File: config.mk
export PLATFORM = sky130hd
export DESIGN_NAME = lstm_feature_sequencer
export DESIGN_NICKNAME = d
export VERILOG_FILES = /design/src/rtl/lstm_feature_sequencer.sv
export SDC_FILE = /design/constraint.sdc
export NUM_CORES = 1
export LEC_CHECK = 0
export BUFFER_PORTS_ARGS = -buffer_cell sky130_fd_sc_hd__buf_2
export CORE_UTILIZATION = 51
export CTS_CLUSTER_DIAMETER = 50
export CTS_CLUSTER_SIZE = 20
export DETAILED_ROUTE_END_ITERATION = 16
export GPL_TIMING_DRIVEN = 0
export PLACE_DENSITY = 0.92
export SLEW_MARGIN = 0
export SYNTH_ARGS = -nofsm -noshare
export SYNTH_HDL_FRONTEND = slang
export SYNTH_SLANG_ARGS = --single-unit
File: constraint.sdc
create_clock -name clk -period 3.8 [get_ports clk]
set_input_delay 0.38 -clock clk [delete_from_list [all_inputs] [get_ports clk]]
set_output_delay 0.38 -clock clk [all_outputs]
set_load 0.01 [all_outputs]
File: src/rtl/lstm_feature_sequencer.sv
// lstm_feature_sequencer
// Streams one time step of feature words (INPUT_SIZE beats) from the feature
// memory to the LSTM core for each core request. After TIME_STEP steps it
// waits for the core's classification result.
// Build option: define LSTM_SEQ_TIMEOUT_EN to add a watchdog on the result wait.
module lstm_feature_sequencer #(
   parameter int unsigned INPUT_SIZE     = 26,
   parameter int unsigned TIME_STEP      = 148,
   parameter int unsigned D_WL           = 24,
   parameter int unsigned ADDR_W         = 12,
   parameter int unsigned TIMEOUT_CYCLES = 65535
) (
   input  logic              clk,
   input  logic              rst,
   input  logic              start,
   input  logic              abort,
   output logic              mem_rd_en,
   output logic [ADDR_W-1:0] mem_addr,
   input  logic [D_WL-1:0]   mem_rd_data,
   input  logic              w_x_en,
   output logic              f_in_valid,
   output logic [D_WL-1:0]   feature_in,
   input  logic              o_valid,
   input  logic              result,
   output logic              busy,
   output logic              done,
   output logic              result_out,
   output logic [7:0]        frame_idx,
   output logic              overrun,
   output logic              timeout
);

   localparam int unsigned       BEAT_W    = (INPUT_SIZE > 1) ? $clog2(INPUT_SIZE) : 1;
   localparam logic [BEAT_W-1:0] LAST_BEAT = BEAT_W'(INPUT_SIZE - 1);
   localparam logic [ADDR_W-1:0] LAST_ADDR = ADDR_W'(INPUT_SIZE * TIME_STEP - 1);
   localparam logic [7:0]        LAST_STEP = 8'(TIME_STEP - 1);

   // Reject parameter sets that the address, step or watchdog counters cannot hold.
   if ((INPUT_SIZE * TIME_STEP > (2 ** ADDR_W)) || (TIME_STEP > 255) ||
       (INPUT_SIZE == 0) || (TIMEOUT_CYCLES == 0)) begin : g_param_check
      $error("lstm_feature_sequencer: unsupported parameter combination");
   end

   typedef enum logic [2:0] {
      IDLE,
      WAIT_REQ,
      STREAM,
      WAIT_RESULT,
      FINISH
   } state_t;

   state_t            state_q, state_d;
   logic              wx_q;
   logic              req;
   logic [ADDR_W-1:0] addr_q, addr_d;
   logic [BEAT_W-1:0] beat_q, beat_d;
   logic [7:0]        frame_idx_q, frame_idx_d;
   logic              overrun_q, overrun_d;
   logic              result_out_q, result_out_d;
   logic              f_valid_q;
   logic              tmo_hit;

   // A request is a rising edge of w_x_en; a held level counts once.
   assign req = w_x_en & ~wx_q;

   // Next-state, address/beat counters and status flags; abort wins over everything.
   always_comb begin
      state_d      = state_q;
      addr_d       = addr_q;
      beat_d       = beat_q;
      frame_idx_d  = frame_idx_q;
      overrun_d    = overrun_q;
      result_out_d = result_out_q;
      if (abort) begin
         state_d = IDLE;
      end else begin
         case (state_q)
            IDLE: begin
               if (start) begin
                  state_d      = WAIT_REQ;
                  addr_d       = '0;
                  beat_d       = '0;
                  frame_idx_d  = '0;
                  overrun_d    = 1'b0;
                  result_out_d = 1'b0;
               end
            end
            WAIT_REQ: begin
               if (req) begin
                  state_d = STREAM;
                  beat_d  = '0;
               end
            end
            STREAM: begin
               if (req) overrun_d = 1'b1;
               // Address runs contiguously across steps and parks on the final word.
               if (addr_q != LAST_ADDR) addr_d = addr_q + 1'b1;
               if (beat_q == LAST_BEAT) begin
                  beat_d      = '0;
                  frame_idx_d = frame_idx_q + 8'd1;
                  state_d     = (frame_idx_q == LAST_STEP) ? WAIT_RESULT : WAIT_REQ;
               end else begin
                  beat_d = beat_q + 1'b1;
               end
            end
            WAIT_RESULT: begin
               if (req) overrun_d = 1'b1;
               if (o_valid) begin
                  state_d      = FINISH;
                  result_out_d = result;
               end else if (tmo_hit) begin
                  state_d      = FINISH;
                  result_out_d = 1'b0;
               end
            end
            FINISH: begin
               state_d = IDLE;
            end
            default: begin
               state_d = IDLE;
            end
         endcase
      end
   end

   // State and datapath registers.
   always_ff @(posedge clk) begin
      if (rst) begin
         state_q      <= IDLE;
         wx_q         <= 1'b0;
         addr_q       <= '0;
         beat_q       <= '0;
         frame_idx_q  <= '0;
         overrun_q    <= 1'b0;
         result_out_q <= 1'b0;
         f_valid_q    <= 1'b0;
      end else begin
         state_q      <= state_d;
         wx_q         <= w_x_en;
         addr_q       <= addr_d;
         beat_q       <= beat_d;
         frame_idx_q  <= frame_idx_d;
         overrun_q    <= overrun_d;
         result_out_q <= result_out_d;
         f_valid_q    <= mem_rd_en & ~abort;
      end
   end

`ifdef LSTM_SEQ_TIMEOUT_EN
   localparam int unsigned TMO_W = $clog2(TIMEOUT_CYCLES + 1);

   logic [TMO_W-1:0] tmo_cnt_q, tmo_cnt_d;
   logic             timeout_q, timeout_d;

   assign tmo_hit = (tmo_cnt_q == TMO_W'(TIMEOUT_CYCLES - 1));

   // Watchdog counts cycles spent in WAIT_RESULT; timeout is sticky until start.
   always_comb begin
      tmo_cnt_d = '0;
      timeout_d = timeout_q;
      if (!abort) begin
         if (state_q == WAIT_RESULT) tmo_cnt_d = tmo_cnt_q + 1'b1;
         if ((state_q == IDLE) && start) timeout_d = 1'b0;
         if ((state_q == WAIT_RESULT) && !o_valid && tmo_hit) timeout_d = 1'b1;
      end
   end

   // Watchdog registers.
   always_ff @(posedge clk) begin
      if (rst) begin
         tmo_cnt_q <= '0;
         timeout_q <= 1'b0;
      end else begin
         tmo_cnt_q <= tmo_cnt_d;
         timeout_q <= timeout_d;
      end
   end

   assign timeout = timeout_q;
`else
   assign tmo_hit = 1'b0;
   assign timeout = 1'b0;
`endif

   assign mem_rd_en  = (state_q == STREAM);
   assign mem_addr   = addr_q;
   assign f_in_valid = f_valid_q;
   // Memory data is only forwarded on valid beats so feature_in reads 0 otherwise.
   assign feature_in = f_valid_q ? mem_rd_data : '0;
   assign busy       = (state_q != IDLE);
   assign done       = (state_q == FINISH);
   assign result_out = result_out_q;
   assign frame_idx  = frame_idx_q;
   assign overrun    = overrun_q;

endmodule
### Word-level counts from Yosys, hierarchy flattened

Index checks and enable logic that the tools add are counted.

| storage, ports and cells | value |
|---|---|
| bits in registers | 32 |
| input port bits | 31 |
| output and inout port bits | 51 |
| logic and storage cells | 64 |

| cells by class | value |
|---|---|
| $add $sub $neg | 3 |
| eq/ne operators | 13 |
| multiplexer cells | 22 |
| bitwise operators | 4 |
| reductions and logical operators | 14 |

Operator list:

| kind | count |
|---|---|
| $mux 12 | 2 |
| $mux 24 | 1 |
| $pmux 12 s2 | 1 |
| $reduce_and 4->1 | 6 |
| $mux 8 | 2 |
| $pmux 8 s2 | 1 |
| $mux 5 | 3 |
| $pmux 5 s3 | 1 |
| $add 12x1->12 const B | 1 |
| $mux 3 | 4 |
| $ne 12x12->1 const B | 1 |
| $pmux 3 s4 | 1 |
| $add 8x1->8 const B | 1 |
| $eq 8x8->1 const B | 1 |
| $eq 3x2->1 const B | 2 |
| $ne 2x1->1 const B | 3 |
| $ne 2x2->1 const B | 3 |
| $reduce_bool 2->1 | 3 |
| $reduce_bool 3->1 | 2 |
| $add 5x1->5 const B | 1 |
| $eq 5x5->1 const B | 1 |
| $pmux 1 s2 | 2 |
| $reduce_or 2->1 | 2 |
| $eq 3x1->1 const B | 1 |
| other kinds (6) | 10 |

### Logic depth before layout (Yosys ltp)

| logic depth | value |
|---|---|
| depth in word-level cells | 4 |
| gate-level depth with buffers | 7 |
| gate-level depth less buffers | 6 |

### Worst setup path after synthesis

Ideal clock, no wire load.

| timing path | value |
|---|---|
| kind | register to register |
| start | register state_q[1] |
| end | register beat_q[2] |
| data arrival time | 1.872 ns |
| required time | 3.730 ns |
| path slack | 1.857 ns |
| stages on the path, launching flop included | 6 |
| clock period less this slack | 1.943 ns |
| cell sequence | dfxtp_1 -> buf_6 -> or3b_1 -> a2111o_1 -> or4_1 -> a21oi_1 |

| on the way | value |
|---|---|
| word-level cells in the longest chain between the ends | 3 |
| elaborated cells between the ends (all ways) | 8 |
| those cells by class | 4 x eq/ne; 1 x mux; 3 x reduce/logical |

RTL lines:

| element | RTL line | source |
|---|---|---|
| start: declaration | 52 | `state_t state_q, state_d;` |
| start signal: assignment | 138 | `state_q <= state_d;` |
| $eq 3x1->1, or another cell as far along | 77 | `case (state_q)` |
| $ne 2x2->1 (no line) or $reduce_bool 3->1 (tied branches) | -- |  |
| $reduce_and 4->1 (no line) | -- |  |
| end signal: assignment | 141 | `beat_q <= beat_d;` |
| end: declaration | 56 | `logic [BEAT_W-1:0] beat_q, beat_d;` |

Several ways; a longest one is shown, not always the timed one.
A chain may end at the register's enable or synchronous reset.

### Final worst setup path

| timing path | value |
|---|---|
| start | register state_q[1] |
| end | output port mem_rd_en |

| on the way | value |
|---|---|
| word-level cells in the longest chain between the ends | 1 |

RTL lines:

| element | RTL line | source |
|---|---|---|
| $eq 3x2->1 | 185 | `assign mem_rd_en = (state_q == STREAM);` |
| end: declaration | 17 | `output logic mem_rd_en,` |

Every way passes these cells.

==> out/metrics.cfg <==
[status]
outcome=finished clean

[place]
gp_congestion=0.846
hpwl_mm=3.93
port_buffers=80
dp_worst_setup_slack_ps=1650

[drt]
vias=2239
wl_mm=5.49
top_layer=met4
met3_length_um=480
drc_errors=0
viasPerCell=5.94
drtPass1Iterations=4
wl_per_cell_um=14.6
dr_wl_met2_mm=2.76
drt-initial-drc-count=95
wirelength_met1_mm=2.15
ant_nets=0

[synth]
synth_area_leader_cell=dfxtp_1
synth.top_cell.area_share=0.338
yosysWarnings=0
synth_edf_count=0
syn-num-nets=278
ys_async_sr_fraction=0
synthTopCellsByArea=dfxtp_1, and2_1, a311oi_1
syn_inst=243
synth-main-ff-cell=dfxtp_1
ys_ff_latch=32
syn_area_sq_um=1900
seq_area_frac_synth=0.338
avgSynthCellArea_sq_um=7.81
synthDistinctLibCells=47

[worst_setup_path]
worstSetupEndpointType=primary output
max_stage_delay_ps=420
cp_max_fo=10
critical_path_class=flop to primary output
cp_common_cell=clkbuf_1
worstPathArrival_ps=2140
startpoint_type=flop
worstPathCellList=buf_6 -> or3b_1 -> clkbuf_1 -> inv_2 -> clkbuf_1 -> buf_2
worst_path_max_delay_cell=clkbuf_1
cp.required_ps=3420

[floorplan]
die_area_sq_um=3970
fp.dieH_um=63.0
io_pins=82
num_rows=21
core_area_sq_um=3440
start_util=0.551
die_w_um=63.0

[grt]
grt_pass1_wl_mm=9.05
global_route.overflow_total=0
grt_util_all_layers=0.290
grt_pass1_vias=1998
grt_max_degree=11
antenna_found_initial=0

[power_and_ir_drop]
switchingPower_w=0.000161
vdd_drop_max_v=0.000200
pwr-share-clk=0.407
power_density_nw_per_um2=274
p_comb_frac=0.086
pwr-share-seq=0.507
p_int_w=0.000510
p_sw_frac=0.240
leakagePower_nw=1.06

[clocking]
cts_tree=yes
cts_buffer_depth=2
path_clk_slew_ps=60
clock_sinks=32
h-tree-depth=2
post-cts-setup-buffers=0
clock_latency_ps=290
clock-root-buffer=clkbuf_8
ctsHoldBuffers=0
cts_inserted_buffers=5
ctsResizeCount=0

[timing]
finalSetupTns_ps=0
slew_viol_final=0
max_slew_margin=0.582
rsz0062_at_grt=no
fmax_ghz=0.397
fin_crit_sh=0.663
timing.final.ws_setup_ps=1280
fin_skew_ps=6.10
tightest_slew_ps=623
hold_viol_final=0
finalCriticalPeriod_ps=2520
final-setup-viol-count=0

[job]
max_cap_violations=0

[finish]
n_fill_cell=292
syn2layout_area_growth_pct=28.9
nets=365
drive_above_1_share=0.281
diodes=0

[hold_path]
hold_path_class=input pin to flop

-- power groups by stage --
stage                     Sequential [W]  Clock, W  Combinational [W]
after floorplan                 0.000347         0          0.0000291
after global placement          0.000347         0          0.0000555
after detailed placement        0.000347         0          0.0000565
after CTS                       0.000340  0.000274          0.0000569
after global routing            0.000340  0.000294          0.0000629
final                           0.000340  0.000273          0.0000578
-- flip-flops by register name, indices dropped and copies added, names as in the netlist --
signal and flops:
state_q 3, overrun 1, f_in_valid 1, mem_addr 12, wx_q 1, frame_idx 8
beat_q 5, result_out 1
-- worst paths after layout --
kind	end	slack, ps	cells past startpoint	from
hold reg to reg	beat_q[1]	490	2	beat_q[1]
hold / removal	wx_q	330	2	w_x_en
setup reg to reg	mem_addr[5]	1610	5	mem_addr[6]
setup / recovery	mem_rd_en	1280	6	state_q[1]
-- cells in the final DEF (no fill, tap or decap), drive strengths merged, types with 4 or more instances in the layout --
| cell type | count |
|---|---|
| or3 | 6 |
| and2 | 24 |
| a21oi | 12 |
| buf | 85 |
| dfxtp | 32 |
| nor2 | 18 |
| a31oi | 9 |
| nor3 | 12 |
| ha | 4 |
| inv | 9 |
| nand3 | 9 |
| o21ai | 15 |
| or4 | 8 |
| a311oi | 9 |
| nand2 | 15 |
| clkbuf | 18 |
-- per-stage QoR --
stage	std cells	cell area, sq um	utilization	power (W)	hold slack [ps]
after global placement	369	2350	0.684	0.000403	473
after floorplan	243	1900	-	0.000376	457
after global routing	377	2440	0.710	0.000696	318
after CTS	377	2440	0.710	0.000671	326
after detailed placement	369	2350	0.684	0.000404	478
final	377	2440	0.710	0.000670	328
-- routing by layer --
metal,global-route usage,up-vias
met2,0.515,117
li1,-,1082
met4,0.131,0
met5,0,-
met3,0.0858,13
met1,0.312,1027
-- critical path, delay by kind of cell, from the launching register on --
| family | cells | cell delay [ps] |
|---|---|---|
| buffers and inverters | 5 | 1170 |
| AND/OR/NAND/NOR | 1 | 350 |
| flip-flops | 1 | 330 |
-- cell usage after synthesis, types with 3 or more instances --
master and n:
dfxtp_1 32, and2_1 24, nor2_1 18, nand2_1 15
o21ai_0 14, a21oi_1 12, nor3_1 12, clkbuf_1 10
a311oi_1 9, a31oi_1 9, nand3_1 9, inv_1 8
or4_1 8, or3_1 6, ha_1 4, a211oi_1 3
and3_1 3, nand3b_1 3, nand4_1 3, nor2b_1 3
nor4_1 3, o31ai_1 3
-- kinds of logic (layout without fill, tap and decap cells) --
kind of cell,count (synthesis),count (layout),synth area share
and+or+nand+nor,119,119,0.356
AOI/OAI and AO/OA,62,62,0.218
DFF,32,32,0.338
buffers and inverters,24,112,0.0547
adders and majority gates,4,4,0.0264
other,1,1,0.00198
muxes,1,1,0.00528
-- cell type report --
cell class / count / area, sq um / share of cell area
sequential: 32 / 641 / 0.262
tap: 46 / 57.6 / 0.0235
timing repair buffer: 80 / 400 / 0.164
clock buffer: 8 / 90.1 / 0.0368
buffer: 15 / 70.1 / 0.0287
multi-input combinational: 187 / 1150 / 0.471
inverter: 9 / 33.8 / 0.0138
Note: power is estimated with default switching activity, not from simulation.
